--- src/rtl/mips_pkg.sv ---
// Shared encodings for the MIPS execute stage: ALU controls, mult/div ops, mux selects.
package mips_pkg;

    localparam int unsigned W_DEFAULT = 32;

    localparam logic [2:0] ALU_AND = 3'b000;
    localparam logic [2:0] ALU_OR  = 3'b001;
    localparam logic [2:0] ALU_ADD = 3'b010;
    localparam logic [2:0] ALU_SUB = 3'b110;
    localparam logic [2:0] ALU_SLT = 3'b111;

    localparam logic [1:0] REGDST_RT = 2'b00;
    localparam logic [1:0] REGDST_RD = 2'b01;
    localparam logic [1:0] REGDST_RA = 2'b10;

    localparam logic [1:0] FWD_RF = 2'b00;
    localparam logic [1:0] FWD_W  = 2'b01;
    localparam logic [1:0] FWD_M  = 2'b10;

    typedef enum logic [2:0] {
        MD_NONE  = 3'b000,
        MD_MULT  = 3'b001,
        MD_MULTU = 3'b010,
        MD_DIV   = 3'b011,
        MD_DIVU  = 3'b100,
        MD_MFHI  = 3'b101,
        MD_MFLO  = 3'b110,
        MD_RSVD  = 3'b111
    } md_op_t;

    typedef enum logic [1:0] {
        MD_IDLE = 2'b00,
        MD_BUSY = 2'b01,
        MD_DONE = 2'b10
    } md_state_t;

endpackage

--- src/rtl/md_unit.sv ---
// Iterative multiply/divide unit: works on operand magnitudes, one step per cycle,
// applies sign fixups when committing HI/LO.
module md_unit
    import mips_pkg::*;
#(
    parameter int unsigned W = W_DEFAULT
) (
    input  logic         clk,
    input  logic         reset,
    input  md_op_t       md_op,
    input  logic [W-1:0] srca,
    input  logic [W-1:0] srcb,
    output logic [W-1:0] hi,
    output logic [W-1:0] lo,
    output logic         stall_md
);

    localparam int unsigned CW = $clog2(W);

    md_state_t        state, state_nxt;
    logic [CW-1:0]    cnt;
    logic [2*W-1:0]   acc;
    logic [W-1:0]     opb;
    logic [W-1:0]     a_orig;
    logic             is_mult_q, div_zero, neg_q, neg_r;

    logic             start, is_mult, is_signed;
    logic [W-1:0]     mag_a, mag_b;
    logic [W:0]       mul_sum, rem_sh, rem_diff;
    logic [2*W-1:0]   mul_next, div_next, prod_fin;
    logic [W-1:0]     hi_fin, lo_fin;

    assign start     = (md_op == MD_MULT) || (md_op == MD_MULTU) ||
                       (md_op == MD_DIV)  || (md_op == MD_DIVU);
    assign is_mult   = (md_op == MD_MULT) || (md_op == MD_MULTU);
    assign is_signed = (md_op == MD_MULT) || (md_op == MD_DIV);
    assign mag_a     = (is_signed && srca[W-1]) ? -srca : srca;
    assign mag_b     = (is_signed && srcb[W-1]) ? -srcb : srcb;

    // Shift-add: acc = {partial product, remaining multiplier bits}
    assign mul_sum  = {1'b0, acc[2*W-1:W]} + (acc[0] ? {1'b0, opb} : '0);
    assign mul_next = {mul_sum, acc[W-1:1]};

    // Restoring divide: acc = {remainder, dividend/quotient bits}
    assign rem_sh   = {acc[2*W-1:W], acc[W-1]};
    assign rem_diff = rem_sh - {1'b0, opb};
    assign div_next = rem_diff[W] ? {rem_sh[W-1:0],   acc[W-2:0], 1'b0}
                                  : {rem_diff[W-1:0], acc[W-2:0], 1'b1};

    assign prod_fin = neg_q ? -acc : acc;

    always_comb begin
        hi_fin = acc[2*W-1:W];
        lo_fin = acc[W-1:0];
        if (is_mult_q) begin
            {hi_fin, lo_fin} = prod_fin;
        end else if (div_zero) begin
            lo_fin = '1;
            hi_fin = a_orig;
        end else begin
            lo_fin = neg_q ? -acc[W-1:0]   : acc[W-1:0];
            hi_fin = neg_r ? -acc[2*W-1:W] : acc[2*W-1:W];
        end
    end

    always_ff @(posedge clk) begin
        if (reset) state <= MD_IDLE;
        else       state <= state_nxt;
    end

    always_comb begin
        state_nxt = state;
        stall_md  = 1'b0;
        case (state)
            MD_IDLE: begin
                if (start) begin
                    state_nxt = MD_BUSY;
                    stall_md  = 1'b1;
                end
            end
            MD_BUSY: begin
                stall_md = 1'b1;
                if (cnt == CW'(W-1)) state_nxt = MD_DONE;
            end
            MD_DONE: state_nxt = MD_IDLE;
            default: state_nxt = MD_IDLE;
        endcase
    end

    always_ff @(posedge clk) begin
        if (reset) begin
            cnt       <= '0;
            acc       <= '0;
            opb       <= '0;
            a_orig    <= '0;
            is_mult_q <= 1'b0;
            div_zero  <= 1'b0;
            neg_q     <= 1'b0;
            neg_r     <= 1'b0;
            hi        <= '0;
            lo        <= '0;
        end else begin
            case (state)
                MD_IDLE: begin
                    if (start) begin
                        cnt       <= '0;
                        acc       <= {{W{1'b0}}, mag_a};
                        opb       <= mag_b;
                        a_orig    <= srca;
                        is_mult_q <= is_mult;
                        div_zero  <= (srcb == '0);
                        neg_q     <= is_signed && (srca[W-1] ^ srcb[W-1]);
                        neg_r     <= is_signed && srca[W-1];
                    end
                end
                MD_BUSY: begin
                    acc <= is_mult_q ? mul_next : div_next;
                    cnt <= cnt + CW'(1);
                end
                MD_DONE: begin
                    hi <= hi_fin;
                    lo <= lo_fin;
                end
                default: ;
            endcase
        end
    end

endmodule

--- src/rtl/ex_stage.sv ---
// MIPS execute stage: operand forwarding, ALU, destination select, and HI/LO access
// through the iterative mult/div unit.
module ex_stage
    import mips_pkg::*;
#(
    parameter int unsigned W = W_DEFAULT
) (
    input  logic         clk,
    input  logic         reset,
    input  logic [2:0]   alucontrol_e,
    input  logic         alusrc_e,
    input  logic [1:0]   regdst_e,
    input  logic [2:0]   md_op_e,
    input  logic [W-1:0] rd1_e,
    input  logic [W-1:0] rd2_e,
    input  logic [W-1:0] signimm_e,
    input  logic [4:0]   rt_e,
    input  logic [4:0]   rd_e,
    input  logic [1:0]   forward_a_e,
    input  logic [1:0]   forward_b_e,
    input  logic [W-1:0] aluout_m,
    input  logic [W-1:0] result_w,
    output logic [W-1:0] aluout_e,
    output logic [W-1:0] writedata_e,
    output logic [4:0]   writereg_e,
    output logic         stall_md
);

    md_op_t       md_op;
    logic [W-1:0] srca, srcb, alu_res, hi, lo;

    assign md_op = md_op_t'(md_op_e);

    always_comb begin
        case (forward_a_e)
            FWD_W:   srca = result_w;
            FWD_M:   srca = aluout_m;
            default: srca = rd1_e;
        endcase
        case (forward_b_e)
            FWD_W:   writedata_e = result_w;
            FWD_M:   writedata_e = aluout_m;
            default: writedata_e = rd2_e;
        endcase
    end

    assign srcb = alusrc_e ? signimm_e : writedata_e;

    always_comb begin
        case (alucontrol_e)
            ALU_ADD: alu_res = srca + srcb;
            ALU_SUB: alu_res = srca - srcb;
            ALU_AND: alu_res = srca & srcb;
            ALU_OR:  alu_res = srca | srcb;
            ALU_SLT: alu_res = W'($signed(srca) < $signed(srcb));
            default: alu_res = '0;
        endcase
    end

    always_comb begin
        case (md_op)
            MD_MFHI: aluout_e = hi;
            MD_MFLO: aluout_e = lo;
            default: aluout_e = alu_res;
        endcase
    end

    always_comb begin
        case (regdst_e)
            REGDST_RD: writereg_e = rd_e;
            REGDST_RA: writereg_e = 5'd31;
            default:   writereg_e = rt_e;
        endcase
    end

    md_unit #(.W(W)) u_md (
        .clk      (clk),
        .reset    (reset),
        .md_op    (md_op),
        .srca     (srca),
        .srcb     (srcb),
        .hi       (hi),
        .lo       (lo),
        .stall_md (stall_md)
    );

endmodule

--- config.mk ---
export PLATFORM = sky130hd
export DESIGN_NAME = ex_stage
export DESIGN_NICKNAME = d
export VERILOG_FILES = /design/src/rtl/mips_pkg.sv /design/src/rtl/md_unit.sv /design/src/rtl/ex_stage.sv
export SDC_FILE = /design/constraint.sdc
export NUM_CORES = 1
export LEC_CHECK = 0
export CAP_MARGIN = 25
export CORE_MARGIN = 3
export CORE_UTILIZATION = 30
export CTS_CLUSTER_DIAMETER = 120
export CTS_CLUSTER_SIZE = 28
export DETAILED_ROUTE_END_ITERATION = 8
export GPL_ROUTABILITY_DRIVEN = 0
export RECOVER_POWER = 100
export SYNTH_ARGS = -nofsm -noshare
export SYNTH_HDL_FRONTEND = slang
export SYNTH_SLANG_ARGS = --single-unit
--- constraint.sdc ---
create_clock -name clk -period 5.83 [get_ports clk]
set_input_delay 0.583 -clock clk [delete_from_list [all_inputs] [get_ports clk]]
set_output_delay 0.583 -clock clk [all_outputs]
set_load 0.01 [all_outputs]
==> results of run 1 <==
synth_stat cells, types with 27 or more instances:
| master | number | area (um^2) |
|---|---|---|
| a22oi_1 | 49 | 367.9 |
| buf_1 | 33 | 123.9 |
| clkbuf_1 | 179 | 671.9 |
| nand2b_1 | 28 | 175.2 |
| a21o_1 | 43 | 322.8 |
| nand2_1 | 282 | 1059 |
| o31ai_1 | 49 | 367.9 |
| a31oi_1 | 33 | 206.5 |
| ha_1 | 182 | 2277 |
| a21oi_1 | 276 | 1381 |
| nor2b_1 | 43 | 269.0 |
| mux2i_1 | 62 | 620.6 |
| nor3_1 | 42 | 210.2 |
| xor2_1 | 97 | 849.6 |
| nor2_1 | 367 | 1378 |
| xnor2_1 | 130 | 1139 |
| a221oi_1 | 30 | 262.8 |
| dfxtp_1 | 203 | 4064 |
| inv_1 | 186 | 698.2 |
| nand3_1 | 31 | 155.2 |
| a221o_1 | 32 | 320.3 |
| a211oi_1 | 105 | 788.3 |
| o21ai_0 | 221 | 1106 |
| a222oi_1 | 27 | 270.3 |
stage by stage:
| step | cell area [um^2] | hold slack [ps] | setup WS, ps | std cells | power, mW |
|---|---|---|---|---|---|
| 2_1_floorplan | 22000 | 431.9 | 101.1 | 3102 | 6.611 |
| 3_3_place_gp | 28080 | 439.8 | -909.1 | 4497 | 8.917 |
| 3_5_place_dp | 28100 | 445.8 | -849.7 | 4498 | 8.964 |
| 4_1_cts | 28860 | 459.7 | -71.65 | 4527 | 10.11 |
| 5_1_grt | 29100 | 479.5 | -143.3 | 4540 | 10.94 |
| 6_report | 29100 | 462.3 | -2.898 | 4540 | 10.30 |
flip-flops by register name, summed over array words and instances (netlist names):
register / cells
u_md.lo: 32
u_md.hi: 32
u_md.opb: 32
u_md.is_mult_q: 1
u_md.a_orig: 32
u_md.div_zero: 1
u_md.state: 2
u_md.neg_r: 1
u_md.neg_q: 1
u_md.acc: 64
u_md.cnt: 5
logic make-up after synthesis:
logic type	count (synthesis)	share of synthesized area
compound gates	1079	0.3239
simple gates	929	0.1915
buf+inv	411	0.07170
xor+xnor	227	0.09036
flops	203	0.1847
fa+ha+maj	186	0.1071
mux	67	0.03076
worst max path at each step:
stage	from	slack, ps	depth (start not counted)	end
floorplan	alusrc_e	100	18	aluout_e[0]
global placement	forward_b_e[0]	-910	20	aluout_e[31]
detailed placement	forward_b_e[0]	-850	20	aluout_e[31]
CTS	forward_b_e[0]	-70	17	aluout_e[0]
global route	forward_a_e[0]	-140	23	aluout_e[18]
finish	forward_a_e[0]	-3	23	aluout_e[18]
what timing repair did:
item	4_1_cts	5_1_grt
buffers inserted	9	10
hold buffers	0	0
endpoints found under the setup margin	26	26
pin swaps	25	34
endpoints found under the hold margin	0	0
gates cloned	0	1
gates resized for setup	103	90
per-layer routing:
metal	wire [um]	part of all wire
met2	46750	0.45
met3	9396	0.090
met4	6690	0.064
met1	42050	0.40
met5	0	0
report_power, final:
| part | total, mW | switching, mW | leakage, nW | internal, mW |
|---|---|---|---|---|
| clock network | 1.07 | 0.619 | 0.206 | 0.449 |
| logic | 7.31 | 4.16 | 10.2 | 3.15 |
| registers | 1.92 | 0.373 | 1.65 | 1.55 |
cell type report:
| cell class | count | share of cell area |
|---|---|---|
| sequential | 203 | 0.1397 |
| clock buffer | 14 | 0.01131 |
| antenna | 1 | 0.00008599 |
| tap | 950 | 0.04084 |
| timing repair buffer | 691 | 0.2004 |
| clock inverter | 7 | 0.003697 |
| multi-input combinational | 2488 | 0.5798 |
| inverter | 186 | 0.02412 |
worst min-delay path, delay by kind of cell (launching register included):
kind,cells,cell delay [ps]
DFF,1,330
AOI/OAI and AO/OA,1,50
and+or+nand+nor,1,50
==> flow_summary.yaml, run 1 <==
outcome:
  status: "complete, but fails checks"
  violations: "max-capacitance violations, max-slew violations, negative setup slack"
floorplanning:
  die_y_um: 276.8
  start_util: 0.3052
  die_w_um: 276.8
  num_io_pins: 255
  rows: 98
  dieArea_mm2: 0.07663
  core-area_mm2: 0.07210
critical_path:
  critPathKind: "in2out"
  end_kind: "primary output"
  crit_family: "buffers and inverters"
  r2r_slack_ps: 650
  r2r_cells: 12
  critPathArrivalTime_ps: 5250
  path_max_fanout: 9
  required_ps: 5250
  max_stage_delay_ps: 500
  path_cells: "clkdlybuf4s50_1 > inv_1 > ha_4 > buf_4 > buf_6 > a22oi_2 > o21a_1 > buf_4 > ha_1 > nand2b_1 > a21oi_1 > or3_4 > or4_4 > a31oi_4 > buf_4 > buf_4 > o21ai_1 > o311a_1 > nor2_2 > xor2_2 > o21ai_2 > buf_4 > dlygate4sd2_1"
  slowest_stage: "or4_4"
  cpMostUsedCell: "buf_4"
  r2r-start: "u_md.acc[0]"
  path_buf_inv: 9
  startpoint_type: "input port"
  r2r-end: "u_md.hi[4]"
global_route:
  grt_first_pass_wirelength_um: 152200
  grt.total_usage: 0.2556
  grtUsageMet3: 0.03499
  use_met1: 0.3295
  met2_usage: 0.4138
  antenna_found_initial: 1
  grt_pass1_vias: 24150
  grt_max_degree: 89
  grt_busiest_layer: "met2"
  grt-ovfl-total: 0
drt:
  wire_per_inst_um: 23.10
  drcViolationCount: 0
  ant_nets: 0
  viasPerCell: 5.776
  drtIter0Drc: 2882
  routed_wl_um: 104900
  vias: 26220
  drtPass1Iterations: 9
logic_synthesis:
  synth_nets: 3473
  ys_seq_area_frac: 0.1847
  yosys_most_used_dff: "dfxtp_1"
  synth-edff-count: 0
  ys_types: 84
  yosys_warnings: 0
  avgSynthCellArea_um2: 7.093
  synth-async-reset-ratio: 0
  netlist_area_mm2: 0.02200
  syn_inst: 3102
  synth-seq-cells: 203
timing:
  finalHoldViolations: 0
  layout_min_cycle_time_ps: 5833
  slew_violations: 293
  setup_viol: 1
  setup_tns_ps: -2.898
  layout_setup_ws_ps: -2.898
  rsz0062_at_grt: "yes"
  worstMarginPinSlew_ps: 3110
  max_freq_mhz: 171.4
  period_share: 1.000
  slew_headroom: -1.073
  skew_ps: 29.48
place:
  dp_hpwl_um: 83990
  io_buffers: 254
finish:
  fin_util: 0.4036
  nNetsFinal: 3954
  mostFrequentLayoutCell: "buf_4"
  multi_input_area_mm2: 0.01687
  drive_gt1_frac: 0.1655
  seq_area_mm2: 0.004066
  fillerInstances: 7563
  syn_to_final_growth_pct: 32.26
  final_cell_mix: "buf_4 (411), nor2_1 (364), nand2_1 (282)"
run:
  cap_viol_max_count: 6
clock_network:
  ctsHtreeMaxLevel: 1
  clockRootBuffer: "clkbuf_16"
  clk_latency_ps: 540
  clk_pin_slew_worst_paths_ps: 110
  cts_buffers: 13
  cts_tree: "yes"
  clockBufferDepth: 3
  cts_num_sinks: 203
worst_hold_path:
  min-delay-start: "u_md.opb[29]"
  hold_end: "u_md.opb[29]"
  hold_path_class: "reg2reg"
  hold_depth: 2
pwr:
  powerDensity_mw_per_mm2: 353.8
  p_leak_nw: 12.05
  ir_worst_vdd_v: 0.0005858
(Power assumes the default switching activity.)
==> run 2: changes to the inputs <==
--- a/config.mk
+++ b/config.mk
@@ -7,6 +7,5 @@
 export LEC_CHECK = 0
-export CAP_MARGIN = 25
 export CORE_MARGIN = 3
 export CORE_UTILIZATION = 30
-export CTS_CLUSTER_DIAMETER = 120
+export CTS_CLUSTER_DIAMETER = 100
 export CTS_CLUSTER_SIZE = 28
--- a/constraint.sdc
+++ b/constraint.sdc
@@ -3,2 +3,2 @@
 set_output_delay 0.583 -clock clk [all_outputs]
-set_load 0.01 [all_outputs]
+set_load 0.1 [all_outputs]
==> run 2 against run 1 <==
  * The run ends with max-capacitance violations, max-slew violations left
  * Core utilization shrank 0.99 points
  * Critical path depth shrank 1
  * Worst hold slack lost 5.1 ps
  * Clock skew grew 3.4 ps
  * Sequential share of layout area grew 0.37 points
  * Total power grew 0.18%
  * Cell area shrank 2.5%
  * Register-to-register slack gained 50 ps
  * Fmax grew 0.84%
  * Routed wire length shrank 16%
  * Via count shrank 7.5%
  * Critical endpoint is now aluout_e[26]
  * Largest cell class unchanged
  * Largest power group unchanged
  * Highest routed layer unchanged
==> flow_summary.yaml, run 2 (synthesized netlist as in run 1, its figures left out) <==
outcome:
  status: "complete, but fails checks"
  violations: "max-capacitance violations, max-slew violations"
timing:
  layout_setup_ws_ps: 45.89
  layout_min_cycle_time_ps: 5784
  setup_viol: 0
  rsz0062_at_grt: "yes"
  whs_ps: 457.2
  max_freq_mhz: 172.9
  worstMarginPinSlew_ps: 4006
  slew_violations: 278
  finalHoldViolations: 0
  period_share: 0.9921
  slew_headroom: -1.671
  skew_ps: 32.93
global_route:
  grt-ovfl-total: 0
  grt_pass1_vias: 22740
  grt_max_degree: 94
  grt.total_usage: 0.2172
  grt_first_pass_wirelength_um: 134600
  antenna_found_initial: 1
critical_path:
  path_cells: "clkdlybuf4s50_1 > ha_2 > buf_12 > a22oi_1 > o21a_2 > inv_2 > ha_2 > buf_4 > inv_1 > a21oi_2 > o41ai_2 > buf_4 > or4_1 > a31oi_1 > buf_4 > o211ai_1 > buf_4 > a211o_1 > a41o_1 > xnor2_1 > o21ai_2 > buf_12"
  path_max_fanout: 27
  startpoint_type: "input port"
  critPathKind: "in2out"
  cpMostUsedCell: "buf_4"
  critPathArrivalTime_ps: 5200
  end_kind: "primary output"
  max_stage_delay_ps: 520
  slowest_stage: "clkdlybuf4s50_1"
  required_ps: 5250
drt:
  drcViolationCount: 0
  drtPass1Iterations: 6
  vias: 24270
  drtIter0Drc: 2342
  viasPerCell: 5.505
  wire_per_inst_um: 20.05
  ant_nets: 0
  routed_wl_um: 88370
finish:
  syn_to_final_growth_pct: 29.01
  drive_gt1_frac: 0.1429
  fin_util: 0.3937
  final_cell_mix: "nor2_1 (365), buf_4 (296), nand2_1 (281)"
  finalInstanceArea_mm2: 0.02839
  nNetsFinal: 3826
  largest_reg_flops: 64
  mostFrequentLayoutCell: "nor2_1"
  top_register: "u_md.acc"
pwr:
  p_leak_nw: 11.49
  power_switching_mw: 5.286
  clkPwrFrac: 0.087
  internal-power_mw: 5.029
  total_power_mw: 10.31
  switching_share: 0.5125
  powerDensity_mw_per_mm2: 363.4
  p_seq_frac: 0.183
  pwr-share-comb: 0.730
  ir_worst_vdd_v: 0.0004799
place:
  dp_hpwl_um: 70720
  postPlaceCellArea_mm2: 0.02771
  io_buffers: 254
  place_ws_ps: -338.7
floorplanning:
  core-area_mm2: 0.07210
  dieArea_mm2: 0.07663
  start_util: 0.3052
  num_io_pins: 255
  die_y_um: 276.8
  rows: 98
  die_w_um: 276.8
clock_network:
  clockBufferDepth: 3
  cts_tree: "yes"
  hold_buffers: 0
  cts_buffers: 11
  clk_pin_slew_worst_paths_ps: 120
  cts_num_sinks: 203
  clk_latency_ps: 500
  ctsHtreeMaxLevel: 1
  clockRootBuffer: "clkbuf_16"
run:
  cap_viol_max_count: 4
worst_hold_path:
  hold_path_class: "reg2reg"
## run 2: changes by cell type in the layout (fill, tap and decap cells not counted), moves of 9 or more
cell,change
buf_12,+32
clkbuf_1,+10
dlygate4sd2_1,-10
dlygate4sd3_1,-18
o21ai_0,-16
buf_4,-115
o21ai_4,+9
clkdlybuf4s50_1,-15
## run 2: routing by layer
layer	global-route usage	wire length (um)	vias up
li1	-	-	11840
met1	0.2918	38520	11310
met2	0.3629	40310	1000
met3	0.02664	6473	122
met4	0.06546	3068	0
met5	0	0	-
## run 2: final timing paths
path,start,end,slack (ps),depth (start not counted)
max,forward_a_e[1],aluout_e[26],50,22
min,u_md.opb[24],u_md.opb[24],460,2
max reg2reg,u_md.acc[0],u_md.acc[55],700,14
min reg2reg,u_md.opb[24],u_md.opb[24],460,2
## run 2: worst max-delay path: cells and delay by family
| family | cells | cell delay, ps |
|---|---|---|
| adder cells (fa/ha/maj) | 2 | 500 |
| buffers and inverters | 9 | 1750 |
| AO/OA/AOI/OAI | 9 | 1730 |
| XOR/XNOR | 1 | 130 |
| AND/OR/NAND/NOR | 1 | 490 |
## run 2: timing repair
item,4_1_cts,5_1_grt
gates resized for setup,32,66
gates cloned,0,1
pin swaps,11,21
setup buffers,2,7
endpoints found under the setup margin,15,13
## run 2: cell type report
cell class / count / area [um^2]
Tap cell: 950 / 1189
Timing Repair Buffer: 565 / 5155
Inverter: 186 / 701.9
Clock inverter: 1 / 20.02
Antenna cell: 1 / 2.502
Multi-Input combinational cell: 2488 / 16940
Clock buffer: 14 / 306.5
Sequential cell: 203 / 4070
Fill cell: 7562 / 43710
## run 2: power by group through the flow
stage	clock [mW]	combinational, mW	sequential, mW
final	0.896	7.53	1.88
after global placement	0	7.29	1.90
after global routing	0.956	7.67	1.87
after floorplan	0	5.38	1.71
after CTS	0.916	7.42	1.87
after detailed placement	0	7.33	1.90
## run 2: through the flow
| step | instances | TNS, ps |
|---|---|---|
| 2_1_floorplan | 3102 | -626.6 |
| 3_3_place_gp | 4382 | -1639 |
| 3_5_place_dp | 4382 | -2388 |
| 4_1_cts | 4399 | 0 |
| 5_1_grt | 4407 | -109.4 |
| 6_report | 4408 | 0 |
